===== src/rtl/vram_arb_pkg.sv =====
// rtl/vram_arb_pkg.sv - shared types and constants for the VRAM arbiter
package vram_arb_pkg;

    typedef enum logic [1:0] {
        OWN_NONE,
        OWN_DISP,
        OWN_GFX
    } owner_t;

    typedef enum logic {
        FETCH_IDLE,
        FETCH_ACTIVE
    } fetch_state_t;

    localparam logic [3:0] MASK_ALL = 4'hF;

endpackage


===== src/rtl/sync_fifo.sv =====
// rtl/sync_fifo.sv - show-ahead synchronous FIFO with flush and occupancy count
module sync_fifo #(
    parameter int DATA_W = 16,
    parameter int DEPTH  = 16
) (
    input  logic                     clk,
    input  logic                     reset_i,
    input  logic                     flush_i,
    input  logic                     push_i,
    input  logic [DATA_W-1:0]        push_data_i,
    input  logic                     pop_i,
    output logic [DATA_W-1:0]        head_o,
    output logic                     empty_o,
    output logic [$clog2(DEPTH):0]   count_o
);

    localparam int AW = $clog2(DEPTH);
    localparam logic [AW:0] COUNT_FULL = (AW + 1)'(DEPTH);

    logic [DATA_W-1:0] r_mem [DEPTH];
    logic [AW-1:0]     r_wr_ptr;
    logic [AW-1:0]     r_rd_ptr;
    logic [AW:0]       r_count;
    logic              w_push;
    logic              w_pop;

    // Pops on an empty FIFO are ignored so the head word stays put; a push
    // into a full FIFO is only accepted when a pop frees a slot that cycle.
    assign w_pop   = pop_i && (r_count != '0);
    assign w_push  = push_i && ((r_count != COUNT_FULL) || w_pop);
    assign head_o  = r_mem[r_rd_ptr];
    assign empty_o = (r_count == '0);
    assign count_o = r_count;

    // Storage write; cleared on reset so the head reads zero afterwards.
    always_ff @(posedge clk) begin
        if (reset_i) begin
            for (int i = 0; i < DEPTH; i++) begin
                r_mem[i] <= '0;
            end
        end else if (w_push && !flush_i) begin
            r_mem[r_wr_ptr] <= push_data_i;
        end
    end

    // Pointer and occupancy bookkeeping; flush discards everything.
    always_ff @(posedge clk) begin
        if (reset_i || flush_i) begin
            r_wr_ptr <= '0;
            r_rd_ptr <= '0;
            r_count  <= '0;
        end else begin
            if (w_push) begin
                r_wr_ptr <= r_wr_ptr + 1'b1;
            end
            if (w_pop) begin
                r_rd_ptr <= r_rd_ptr + 1'b1;
            end
            case ({w_push, w_pop})
                2'b10:   r_count <= r_count + 1'b1;
                2'b01:   r_count <= r_count - 1'b1;
                default: r_count <= r_count;
            endcase
        end
    end

endmodule


===== src/rtl/vram_arbiter.sv =====
// rtl/vram_arbiter.sv - VRAM arbiter between display prefetch and graphite core
module vram_arbiter
    import vram_arb_pkg::*;
#(
    parameter int ADDR_W     = 16,
    parameter int DATA_W     = 16,
    parameter int LEN_W      = 12,
    parameter int FIFO_DEPTH = 16,
    parameter int LOW_WM     = 4
) (
    input  logic              clk,
    input  logic              reset_i,
    input  logic              disp_start_i,
    input  logic [ADDR_W-1:0] disp_addr_i,
    input  logic [LEN_W-1:0]  disp_len_i,
    input  logic              disp_rd_i,
    output logic [DATA_W-1:0] disp_data_o,
    output logic              disp_empty_o,
    output logic              disp_underrun_o,
    input  logic              gfx_sel_i,
    input  logic              gfx_wr_i,
    input  logic [3:0]        gfx_mask_i,
    input  logic [ADDR_W-1:0] gfx_addr_i,
    input  logic [DATA_W-1:0] gfx_data_i,
    output logic              gfx_grant_o,
    output logic              gfx_rvalid_o,
    output logic [DATA_W-1:0] gfx_data_o,
    output logic              vram_sel_o,
    output logic              vram_wr_o,
    output logic [3:0]        vram_mask_o,
    output logic [ADDR_W-1:0] vram_addr_o,
    output logic [DATA_W-1:0] vram_data_o,
    input  logic [DATA_W-1:0] vram_data_i
);

    localparam int CNT_W = $clog2(FIFO_DEPTH) + 1;

    fetch_state_t      r_state;
    fetch_state_t      w_state_nxt;
    logic [ADDR_W-1:0] r_ptr;
    logic [ADDR_W-1:0] w_ptr_nxt;
    logic [LEN_W-1:0]  r_remaining;
    logic [LEN_W-1:0]  w_rem_nxt;
    logic              r_disp_inflight;
    logic              r_gfx_rd_inflight;
    logic              r_underrun;
    logic [CNT_W-1:0]  w_count;
    logic [CNT_W:0]    w_credits;
    logic              w_empty;
    logic              w_elig;
    logic              w_urgent;
    logic              w_drop;
    logic              w_push;
    owner_t            w_owner;

    // Credits reserve a FIFO slot for the display read still on its way back.
    assign w_credits = {1'b0, w_count} + {{CNT_W{1'b0}}, r_disp_inflight};
    // The display never issues in a start cycle, so the new burst begins next cycle.
    assign w_elig    = (r_state == FETCH_ACTIVE) && !disp_start_i
                       && (w_credits < (CNT_W + 1)'(FIFO_DEPTH));
    assign w_urgent  = w_elig && (w_credits < (CNT_W + 1)'(LOW_WM));
    // A return belonging to a burst that is being restarted must not be kept.
    assign w_drop    = r_disp_inflight && disp_start_i;
    assign w_push    = r_disp_inflight && !w_drop;

    sync_fifo #(
        .DATA_W (DATA_W),
        .DEPTH  (FIFO_DEPTH)
    ) u_disp_fifo (
        .clk         (clk),
        .reset_i     (reset_i),
        .flush_i     (disp_start_i),
        .push_i      (w_push),
        .push_data_i (vram_data_i),
        .pop_i       (disp_rd_i),
        .head_o      (disp_data_o),
        .empty_o     (w_empty),
        .count_o     (w_count)
    );

    assign disp_empty_o    = w_empty;
    assign disp_underrun_o = r_underrun;
    assign gfx_rvalid_o    = r_gfx_rd_inflight;
    assign gfx_data_o      = r_gfx_rd_inflight ? vram_data_i : '0;

    // Per-cycle owner: starving display first, then graphite, then display refill.
    always_comb begin
        w_owner = OWN_NONE;
        if (reset_i) begin
            w_owner = OWN_NONE;
        end else if (w_urgent) begin
            w_owner = OWN_DISP;
        end else if (gfx_sel_i) begin
            w_owner = OWN_GFX;
        end else if (w_elig) begin
            w_owner = OWN_DISP;
        end
    end

    // Drive the VRAM port from whichever requester owns this cycle.
    always_comb begin
        vram_sel_o  = 1'b0;
        vram_wr_o   = 1'b0;
        vram_mask_o = MASK_ALL;
        vram_addr_o = '0;
        vram_data_o = '0;
        gfx_grant_o = 1'b0;
        case (w_owner)
            OWN_DISP: begin
                vram_sel_o  = 1'b1;
                vram_addr_o = r_ptr;
            end
            OWN_GFX: begin
                vram_sel_o  = 1'b1;
                vram_wr_o   = gfx_wr_i;
                vram_mask_o = gfx_mask_i;
                vram_addr_o = gfx_addr_i;
                vram_data_o = gfx_data_i;
                gfx_grant_o = 1'b1;
            end
            default: ;
        endcase
    end

    // Fetch state register with burst pointer and remaining length.
    always_ff @(posedge clk) begin
        if (reset_i) begin
            r_state     <= FETCH_IDLE;
            r_ptr       <= '0;
            r_remaining <= '0;
        end else begin
            r_state     <= w_state_nxt;
            r_ptr       <= w_ptr_nxt;
            r_remaining <= w_rem_nxt;
        end
    end

    // Fetch next state: a start reloads the burst, each display issue consumes a word.
    always_comb begin
        w_state_nxt = r_state;
        w_ptr_nxt   = r_ptr;
        w_rem_nxt   = r_remaining;
        if (disp_start_i) begin
            w_ptr_nxt   = disp_addr_i;
            w_rem_nxt   = disp_len_i;
            w_state_nxt = (disp_len_i != '0) ? FETCH_ACTIVE : FETCH_IDLE;
        end else if (w_owner == OWN_DISP) begin
            w_ptr_nxt = r_ptr + 1'b1;
            w_rem_nxt = r_remaining - 1'b1;
            if (r_remaining == LEN_W'(1)) begin
                w_state_nxt = FETCH_IDLE;
            end
        end
    end

    // Remember what was issued so next cycle's read data reaches the right requester.
    always_ff @(posedge clk) begin
        if (reset_i) begin
            r_disp_inflight   <= 1'b0;
            r_gfx_rd_inflight <= 1'b0;
            r_underrun        <= 1'b0;
        end else begin
            r_disp_inflight   <= (w_owner == OWN_DISP);
            r_gfx_rd_inflight <= (w_owner == OWN_GFX) && !gfx_wr_i;
            if (disp_start_i) begin
                r_underrun <= 1'b0;
            end else if (disp_rd_i && w_empty) begin
                r_underrun <= 1'b1;
            end
        end
    end

endmodule


===== config.mk =====
export PLATFORM = sky130hd
export DESIGN_NAME = vram_arbiter
export DESIGN_NICKNAME = d
export VERILOG_FILES = /design/src/rtl/vram_arb_pkg.sv /design/src/rtl/sync_fifo.sv /design/src/rtl/vram_arbiter.sv
export SDC_FILE = /design/constraint.sdc
export NUM_CORES = 1
export LEC_CHECK = 0
export ABC_AREA = 1
export BUFFER_PORTS_ARGS = -buffer_cell sky130_fd_sc_hd__buf_2
export CAP_MARGIN = 0
export CELL_PAD_IN_SITES_DETAIL_PLACEMENT = 1
export CELL_PAD_IN_SITES_GLOBAL_PLACEMENT = 1
export CORE_UTILIZATION = 43
export CTS_BUF_LIST = sky130_fd_sc_hd__clkbuf_2
export CTS_CLUSTER_DIAMETER = 50
export CTS_CLUSTER_SIZE = 40
export DETAILED_ROUTE_END_ITERATION = 10
export GPL_TIMING_DRIVEN = 0
export HOLD_SLACK_MARGIN = 0.05
export PLACE_DENSITY_LB_ADDON = 0.08
export SETUP_SLACK_MARGIN = 0.1
export SYNTH_ARGS = -nofsm -noshare
export SYNTH_HDL_FRONTEND = slang
export SYNTH_HIERARCHICAL = 1
export SYNTH_SLANG_ARGS = --single-unit

===== constraint.sdc =====
create_clock -name clk -period 3.5 [get_ports clk]
set_input_delay 0.525 -clock clk [delete_from_list [all_inputs] [get_ports clk]]
set_output_delay 0.525 -clock clk [all_outputs]
set_load 0.03 [all_outputs]

# Yosys cells after proc, flatten, opt, wreduce, memory -nomap -nowiden
# Memory sizes are Yosys's and may differ from the RTL's. A register that Yosys moved wholly into a read port is not among the register bits.
# Cells that the tools add are included.
# classes
n_eq_ne,6
n_reduce_logical,25
magnitude_cmp,2
mux,30
add_sub_neg,7
# ops
cell,n
$mux W16,5
$pmux W16 S2,1
$mux W12,2
$add A16 B1 Y16 const B,1
$mux W4,4
$reduce_or A16 Y1,1
$mux W1,14
$eq A12 B1 Y1 const B,1
$reduce_bool A12 Y1,1
$sub A12 B1 Y12 const B,1
$logic_and A1 B1 Y1,10
$pmux W5 S2,1
$add A4 B1 Y4 const B,2
$add A5 B1 Y6,1
$lt A6 B3 Y1 const B,1
$lt A6 B5 Y1 const B,1
$mux W2,3
$reduce_bool A2 Y1,3
$add A5 B1 Y5 const B,1
$logic_not A5 Y1,1
$ne A5 B5 Y1 const B,1
$reduce_bool A5 Y1,1
$sub A5 B1 Y5 const B,1
$eq A2 B1 Y1 const B,2
5 further kinds,10
# word_totals
ram_bits,256
n_memories,1
reg_bits,45
output_inout_bits,74
input_bits,86
wordCells,80
# memory_table
memory,words,word_bits,read_ports,rd_ports_with_merged_regs,wr,line_no,source
u_disp_fifo.r_mem,16,16,1,1,16,sync_fifo.sv:20,logic [DATA_W-1:0] r_mem [DEPTH];

# Longest topological paths before layout
# Gate-level depths: netlist (run 1).
# depth
depth_word,10
ltp_mapped,15
depth_no_buf,14

# Cells and area by module
# Netlist (run 1), hierarchy kept.
# by_module_without_submodules
mod,area_per_inst_um2,cells_each,seq_area_each_um2,n_inst
sync_fifo,12908.6,1261,8027.7,1
vram_arbiter,2555.0,436,640.6,1

# Worst setup path after synthesis (run 1)
# No wires, ideal clock.
# synth_timing
path_type,input port to flip-flop
start,input disp_start_i
end,"memory u_disp_fifo.r_mem[0][0], enable pin"
t_required_ns,3.089
setup_time_ns,0.411
slack_ns,0.207
stages,8
arrival_time_ns,2.882
path_buffers,3
cell_sequence,buf_4 -> clkbuf_1 -> nor2_1 -> o21ai_4 -> nor2_4 -> buf_12 -> nand2_4 -> o21ai_0
# synth_lines
item,line_no,source
"start, declared",vram_arbiter.sv:13,"input logic disp_start_i,"
"end, declared",sync_fifo.sv:20,

# Worst setup path after layout (run 1)
# layout_timing
start,input disp_start_i
end,output vram_addr_o[0]
# layout_via
elab_chain_cells,9
elab_cells_between_ends,11
cone_classes,eq/ne: 2; mux: 5; reduce/logical: 4
# layout_rtl
item,line_no,source
$logic_not A1 Y1 *,vram_arbiter.sv:59,assign w_elig = (r_state == FETCH_ACTIVE) && !disp_start_i
$logic_and A1 B1 Y1 *,vram_arbiter.sv:59,
$logic_and A1 B1 Y1 *,vram_arbiter.sv:60,&& (w_credits < (CNT_W + 1)'(FIFO_DEPTH));
$mux W1,vram_arbiter.sv:95,end else if (w_elig) begin
$mux W2,vram_arbiter.sv:93,end else if (gfx_sel_i) begin
$mux W2 *,vram_arbiter.sv:91,end else if (w_urgent) begin
$mux W2 *,vram_arbiter.sv:89,if (reset_i) begin
$eq A2 B2 Y1 or $eq A2 B1 Y1 (tied branches),vram_arbiter.sv:108,case (w_owner)
$pmux W16 S2 *,vram_arbiter.sv:108,
"end, declared",vram_arbiter.sv:31,"output logic [ADDR_W-1:0] vram_addr_o,"
# Every way passes the cells marked *; elsewhere a longest branch is shown, timed or not.

==> metrics, run 1 <==
CTS tree=yes; Flop pwr share=about three fifths; final wirelength=56,080 µm; Fill cells=4,138; Leakage=7.921 nW; Die Y=191.6 µm; top post-synthesis cells by area=edfxtp_1 50%, dfxtp_1 6.3%, nor2_1 6.3%, nand2_1 5.9%, inv_1 5.6%; crit path DAT=around 3 ns; Mean Syn Cell Area=9.112 µm²; post-synthesis adder-cell area fraction=1.262%; number of synthesized flops with an enable pin=256; NumNets Final=2,065; Primary FF master, synth=edfxtp_1; FF-to-FF path depth=8; metal2 WL=28,140 µm; relative slew slack=33.86%; Starting Density=43.58%; post-place instance area=about 0.017 mm²; Post-Syn Area=0.01546 mm²; Met3 Routed Length=3398 µm; drt wl/cell=22.86 µm; Worst-Margin Slew=0.9921 ns; full die area=0.03672 mm²; post-synthesis xor/xnor area fraction=less than 1%; H-tree levels=2; share of the synthesized area in the top cell type=49.71%; min cycle time layout=between 3 and 4 ns; Max Fclk=approximately 0.29 GHz; simple-gate portion of the synthesized area=a little over a fifth; pin count of the biggest net entering global routing=17; I/O Pins=160; post-synth cell types=39; total net switching power=around 2 mW; Pins Over Slew Limit=0; RSZ-0062 raised after global routing=yes; WHS Path Cells=4; CTS root buf=clkbuf_2; pre-CTS WS=-0.1713 ns; Comb pwr share=9.7%; setup violators final=0; Area Growth Syn to Fin=22.54%; post-synth top area cell=edfxtp_1; initial antenna violation count=1; clock net sink count=just over 300; period utilisation layout=99.81%; total core area=approximately 0.035 mm²; GRT Util Overall=between 30% and 40%; Seq cells post-synth=just over 300; Post-DRT Antenna Nets=0; PwrDens=369.1 mW/mm²; FP Rows=69; Hold WC Path Type=input pin to flip-flop; post-synthesis sequential area ratio=56.06%; DR vias/cell=5.575; starting DRC count in detailed routing=between 800 and 900; DR pass1 iterations=5; status=finished clean; clk_lat worst skew=1.00 ns; Clock Tree Buf Depth=3; first-pass GRT wire length=82,370 µm; number of global-route vias before repair=14,070; CP Launch Type=input pin; DIE WIDTH=191.6 µm; YS warnings=6; CP max FO=8; remaining global-route overflow=0; Clk pwr share=31.8%; post-layout power=between 6 and 7 mW; Post-Syn Nets=1,798; PortBufs=159; kind of critical path=input pin to primary output; setup ws final=0.006698 ns; Pint=around 5.0 mW; clock transition at the registers of the reported paths=0.26 ns; switching share of power=28.57%; WP data required=just under 3 ns; routability congestion estimate=0.8688; max layer used=met4; compound-cell area share of the yosys netlist=11.13%; HPWL Detailed=around 38,000 µm; post-synthesis mux area share=0%; max-cap violations=0; Synth async-reset ratio=0%; critical path endpoint category=primary output; met1 WL=21,940 µm; Clock Skews=roughly 0.087 ns; cell area after layout=~0.019 mm²; DRC viols=0; Hold Vio Cnt, Final=0; maximum VDD drop=roughly 0.00027 V; vias after detailed routing=between 10,000 and 15,000; Num CTS Buffers=37; share of cells above drive strength 1=23.10%; Gate Count Post-Synth=about 1,700; setup tns final=0 ns; largest family of logic cells by synthesized area=simple AND/OR/NAND/NOR gates
[registers in the layout, indices dropped and copies added, names as in the netlist, named ones only]
name / cells
r_remaining: 12
disp_underrun_o: 1
u_disp_fifo/r_mem: 256
u_disp_fifo/r_wr_ptr: 4
r_disp_inflight: 1
u_disp_fifo/count_o: 5
u_disp_fifo/r_rd_ptr: 4
gfx_rvalid_o: 1
r_ptr: 16
r_state: 1
[worst max-delay path, stage by stage]
cell and delay, ns:
buf_2 0.11, dlygate4sd3_1 0.60, inv_1 0.14, nand2_2 0.09, nor2_4 0.10, o31ai_4 0.08
buf_4 0.14, a21oi_2 0.11, nand2_2 0.12, inv_2 0.13, ha_4 0.20, buf_8 0.14
nand2_1 0.10, a21oi_2 0.22, buf_6 0.16
[routing by layer]
metal  track usage [%]  up-vias
met4             14.04        0
met2             53.83      519
met5                 0        -
met1             36.07     6824
li1                  -     6197
met3             5.043      136
[layout by cell type (no fill, tap or decap), types with 9 or more instances in the layout]
cell           count
nor2_2            32
xor2_1             9
buf_4             23
buf_6             41
nor2_1           258
inv_2             12
clkbuf_1          26
nand3_1          120
dfxtp_1           42
edfxtp_1         256
a21oi_1           97
dlygate4sd3_1     52
nor3_1            18
buf_2            141
nand4_4            9
clkbuf_2          53
a22oi_1           15
nand2_1          227
a21oi_4           10
inv_1            224
o21ai_0           82
ha_1              11
clkbuf_4          16
nand2_4            9
o211ai_1          66
buf_8             11
nand2_2           19
nand3_2            9
[per-stage QoR]
stage	instances	utilization (%)	hold slack, ns
after floorplan	1697	-	0.4468
after global placement	2317	47.45	0.4686
after detailed placement	2317	47.46	0.4844
after CTS	2445	52.48	0.06008
after global routing	2453	53.40	0.09800
final	2453	53.40	0.1919
[path summary, 6_finish.rpt]
check / slack (ns) / from / end
min: 0.19 / reset_i / u_disp_fifo/count_o[1]
min reg2reg: 0.52 / u_disp_fifo/r_rd_ptr[2] / flip-flop
max reg2reg: 0.53 / u_disp_fifo/count_o[1] / u_disp_fifo/r_mem[11][0]
max: 0.007 / disp_start_i / vram_addr_o[0]
[power by group through the flow]
| stage | sequential, mW | combinational, mW | clock (mW) |
|---|---|---|---|
| after CTS | 4.09 | 0.638 | 2.27 |
| after floorplan | 4.16 | 0.317 | 0 |
| final | 4.09 | 0.675 | 2.22 |
| after global placement | 4.17 | 0.519 | 0 |
| after detailed placement | 4.18 | 0.534 | 0 |
| after global routing | 4.11 | 0.725 | 2.40 |
[cell usage after synthesis, types with 3 or more instances]
| master | n |
|---|---|
| a21oi_1 | 113 |
| a22oi_1 | 15 |
| a31oi_1 | 5 |
| buf_1 | 6 |
| buf_12 | 5 |
| buf_2 | 28 |
| buf_6 | 7 |
| clkbuf_1 | 63 |
| dfxtp_1 | 49 |
| edfxtp_1 | 256 |
| ha_1 | 14 |
| inv_1 | 232 |
| inv_2 | 4 |
| nand2_1 | 245 |
| nand2_2 | 8 |
| nand3_1 | 128 |
| nand4_1 | 5 |
| nand4_2 | 6 |
| nand4_4 | 9 |
| nor2_1 | 260 |
| nor2_2 | 31 |
| nor2_4 | 7 |
| nor3_1 | 20 |
| o211ai_1 | 66 |
| o21ai_0 | 84 |
| o21bai_1 | 5 |
| xnor2_1 | 3 |
| xor2_1 | 9 |
[cell families (layout without fill, tap and decap cells)]
| kind of cell | count (synthesis) | after routing |
|---|---|---|
| adders and majority gates | 15 | 15 |
| DFF | 305 | 305 |
| xor gates and xnor gates | 12 | 12 |
| buffers and inverters | 347 | 641 |
| and+or+nand+nor | 723 | 723 |
| AOI/OAI and AO/OA | 295 | 295 |
| other | 0 | 1 |
[final cells by class]
type / instances / area (µm²) / area share (%)
Sequential cell: 305 / 8690 / 45.86
Multi-Input combinational cell: 1045 / 5657 / 29.85
Timing Repair Buffer: 228 / 1649 / 8.703
Buffer: 111 / 973.4 / 5.137
Inverter: 236 / 890.9 / 4.701
Tap cell: 461 / 576.8 / 3.044
Clock inverter: 25 / 305.3 / 1.611
Clock buffer: 41 / 205.2 / 1.083
Antenna cell: 1 / 2.502 / 0.01321
[repair_timing]
action                     in CTS  in global routing
cloned                          2                  2
buffers inserted                8                  5
gates resized for setup       213                 95
hold endpoints to repair      136                  0
hold buffers                   52                  0
setup endpoints to repair      55                 53
pin swaps                       5                 14
Note: power is estimated with default switching activity, not from simulation.
==> run 2: changes to the inputs <==
Settings changed: CORE_ASPECT_RATIO from default to 0.7, GPL_ROUTABILITY_DRIVEN from default to 0.
==> run 2 against run 1 <==
Net effect:
- sequential cell count is the same
- clock skew shrank 0.029 ns
- largest power group unchanged
- worst setup slack gained 0.064 ns
- fmax grew 1.9%
==> metrics, run 2 (synthesis results as in run 1) <==
status=finished clean; kind of critical path=input pin to primary output; WP data required=2.97 ns; initial antenna violation count=2; Leakage=just under 8 nW; CP most frequent cell=nand2_2; share of cells above drive strength 1=21.71%; DRC viols=0; pre-CTS WS=-0.2720 ns; GRT Util Overall=30.85%; remaining global-route overflow=0; Buffers & Inverters on Critical Path=6; Hold Vio Cnt, Final=0; maximum VDD drop=0.0001767 V; period utilisation layout=around 98%; setup violators final=0; FP Rows=57; max-cap violations=0; H-tree levels=2; pin count of the biggest net entering global routing=18; first-pass GRT wire length=84,580 µm; CP delay by family, top=buffers and inverters; I/O Pins=160; CP max stage delay=0.55 ns; Slowest-stage cell, CP=dlygate4sd3_1; clock net sink count=305; relative slew slack=between 30% and 40%; Area Growth Syn to Fin=18.94%; register with the most flip-flops=u_disp_fifo/r_mem; vias after detailed routing=13,666; Clock Tree Buf Depth=3; drt wl/cell=about 23 µm; PwrDens=approximately 360 mW/mm²; setup ws final=slightly above 0.07 ns; Post-DRT Antenna Nets=0; DR vias/cell=5.578; full die area=0.03674 mm²; clock transition at the registers of the reported paths=0.26 ns; NumNets Final=2,052; starting DRC count in detailed routing=approximately 1,200; CP Launch Type=input pin; min cycle time layout=around 3.4 ns; HPWL Detailed=39,910 µm; critical-path cell list=dlygate4sd3_1, buf_2, inv_1, nand2_1, nor2_2, o31ai_4, a21oi_1, nand2_2, inv_2, ha_4, buf_8, nand2_2, a21oi_2, buf_6; CTS tree=yes; Clock Skews=0.05858 ns; CTS root buf=clkbuf_2; Max Fclk=~0.29 GHz; WHS=0.1256 ns; crit path DAT=2.90 ns; RSZ-0062 raised after global routing=yes; DR pass1 iterations=5; biggest regs=u_disp_fifo/r_mem: 256 flops, r_ptr: 16 flops, r_remaining: 12 flops; CP max FO=10; Pins Over Slew Limit=0; total core area=0.03502 mm²; critical path endpoint category=primary output; Worst-Margin Slew=0.9779 ns; Num CTS Buffers=34; final wirelength=between 50,000 and 60,000 µm; number of global-route vias before repair=13,916; PortBufs=159; most common cell after layout, fill and taps aside=nor2_1; Starting Density=44.16%; max reg flops=about 260; clk_lat worst skew=0.91 ns; Die Y=between 150 and 200 µm; most frequent cells in the layout=258 x nor2_1, 256 x edfxtp_1, 231 x inv_1; DIE WIDTH=approximately 230 µm; Hold WC Path Type=input pin to flip-flop
run 2: cell count changes in the layout (fill, tap and decap cells not counted), moves of 5 or more:
cell,before,now
a21oi_2,7,13
a21oi_4,10,1
buf_2,141,148
buf_6,41,31
buf_8,11,3
clkinv_2,1,6
dlygate4sd3_1,52,45
inv_1,224,231
inv_2,12,6
nand3_1,120,128
nand3_2,9,1
run 2: timing repair:
action	CTS	global route
setup buffers	8	5
hold buffers	45	0
gates cloned	2	0
endpoints found under the hold margin	72	0
pin swaps	14	7
endpoints found under the setup margin	54	104
resized for setup	151	70
run 2: area by class of cell:
type                       instances  area [µm²]
antenna                            2       5.005
buffer                           110       813.3
clock buffer                      38       190.2
clock inverter                    23       180.2
fill                            4116       16620
inverter                         236       885.9
multi-input combinational       1045        5542
sequential                       305        8686
tap                              472       590.6
timing repair buffer             219        1500
run 2: worst reg2reg max path: cells and delay by family, from the launching register on:
family | cells | cell delay (ns)
AOI/OAI and AO/OA | 3 | 0.43
DFF | 1 | 0.42
adders and majority gates | 1 | 0.22
buffers and inverters | 5 | 1.24
and+or+nand+nor | 4 | 0.56
run 2: path summary, 6_finish.rpt:
kind | from | endpoint | slack [ns] | depth (start not counted)
setup / recovery | disp_start_i | vram_addr_o[5] | 0.07 | 14
hold / removal | vram_data_i[2] | u_disp_fifo/r_mem[4][2] | 0.13 | 3
setup reg to reg | u_disp_fifo/count_o[2] | r_remaining[2] | 0.57 | 13
hold reg to reg | u_disp_fifo/r_rd_ptr[2] | u_disp_fifo/r_rd_ptr[2] | 0.51 | 2
run 2: per-stage QoR:
step	total power [mW]	utilization (%)	cells	cell area, µm²	setup TNS (ns)
2_1_floorplan	4.475	-	1697	15460	0
3_3_place_gp	4.692	48.12	2328	16850	-26.94
3_5_place_dp	4.715	48.13	2328	16850	-21.35
4_1_cts	6.552	51.92	2443	18180	-0.002681
5_1_grt	6.767	52.52	2450	18390	-0.2299
6_report	6.537	52.52	2450	18390	0
run 2: routing by layer:
| metal | GRT usage [%] | share of wire [%] | up-vias |
|---|---|---|---|
| met1 | 44.29 | 45 | 6896 |
| met5 | 0 | 0 | - |
| li1 | - | - | 6174 |
| met3 | 5.948 | 8.5 | 78 |
| met4 | 7.535 | 2.1 | 0 |
| met2 | 48.02 | 45 | 518 |
run 2: power breakdown:
group          leakage, nW  switching (mW)  internal [mW]
Combinational         4.43           0.441          0.208
Clock                0.252            1.40          0.392
Sequential            3.05          0.0555           4.04
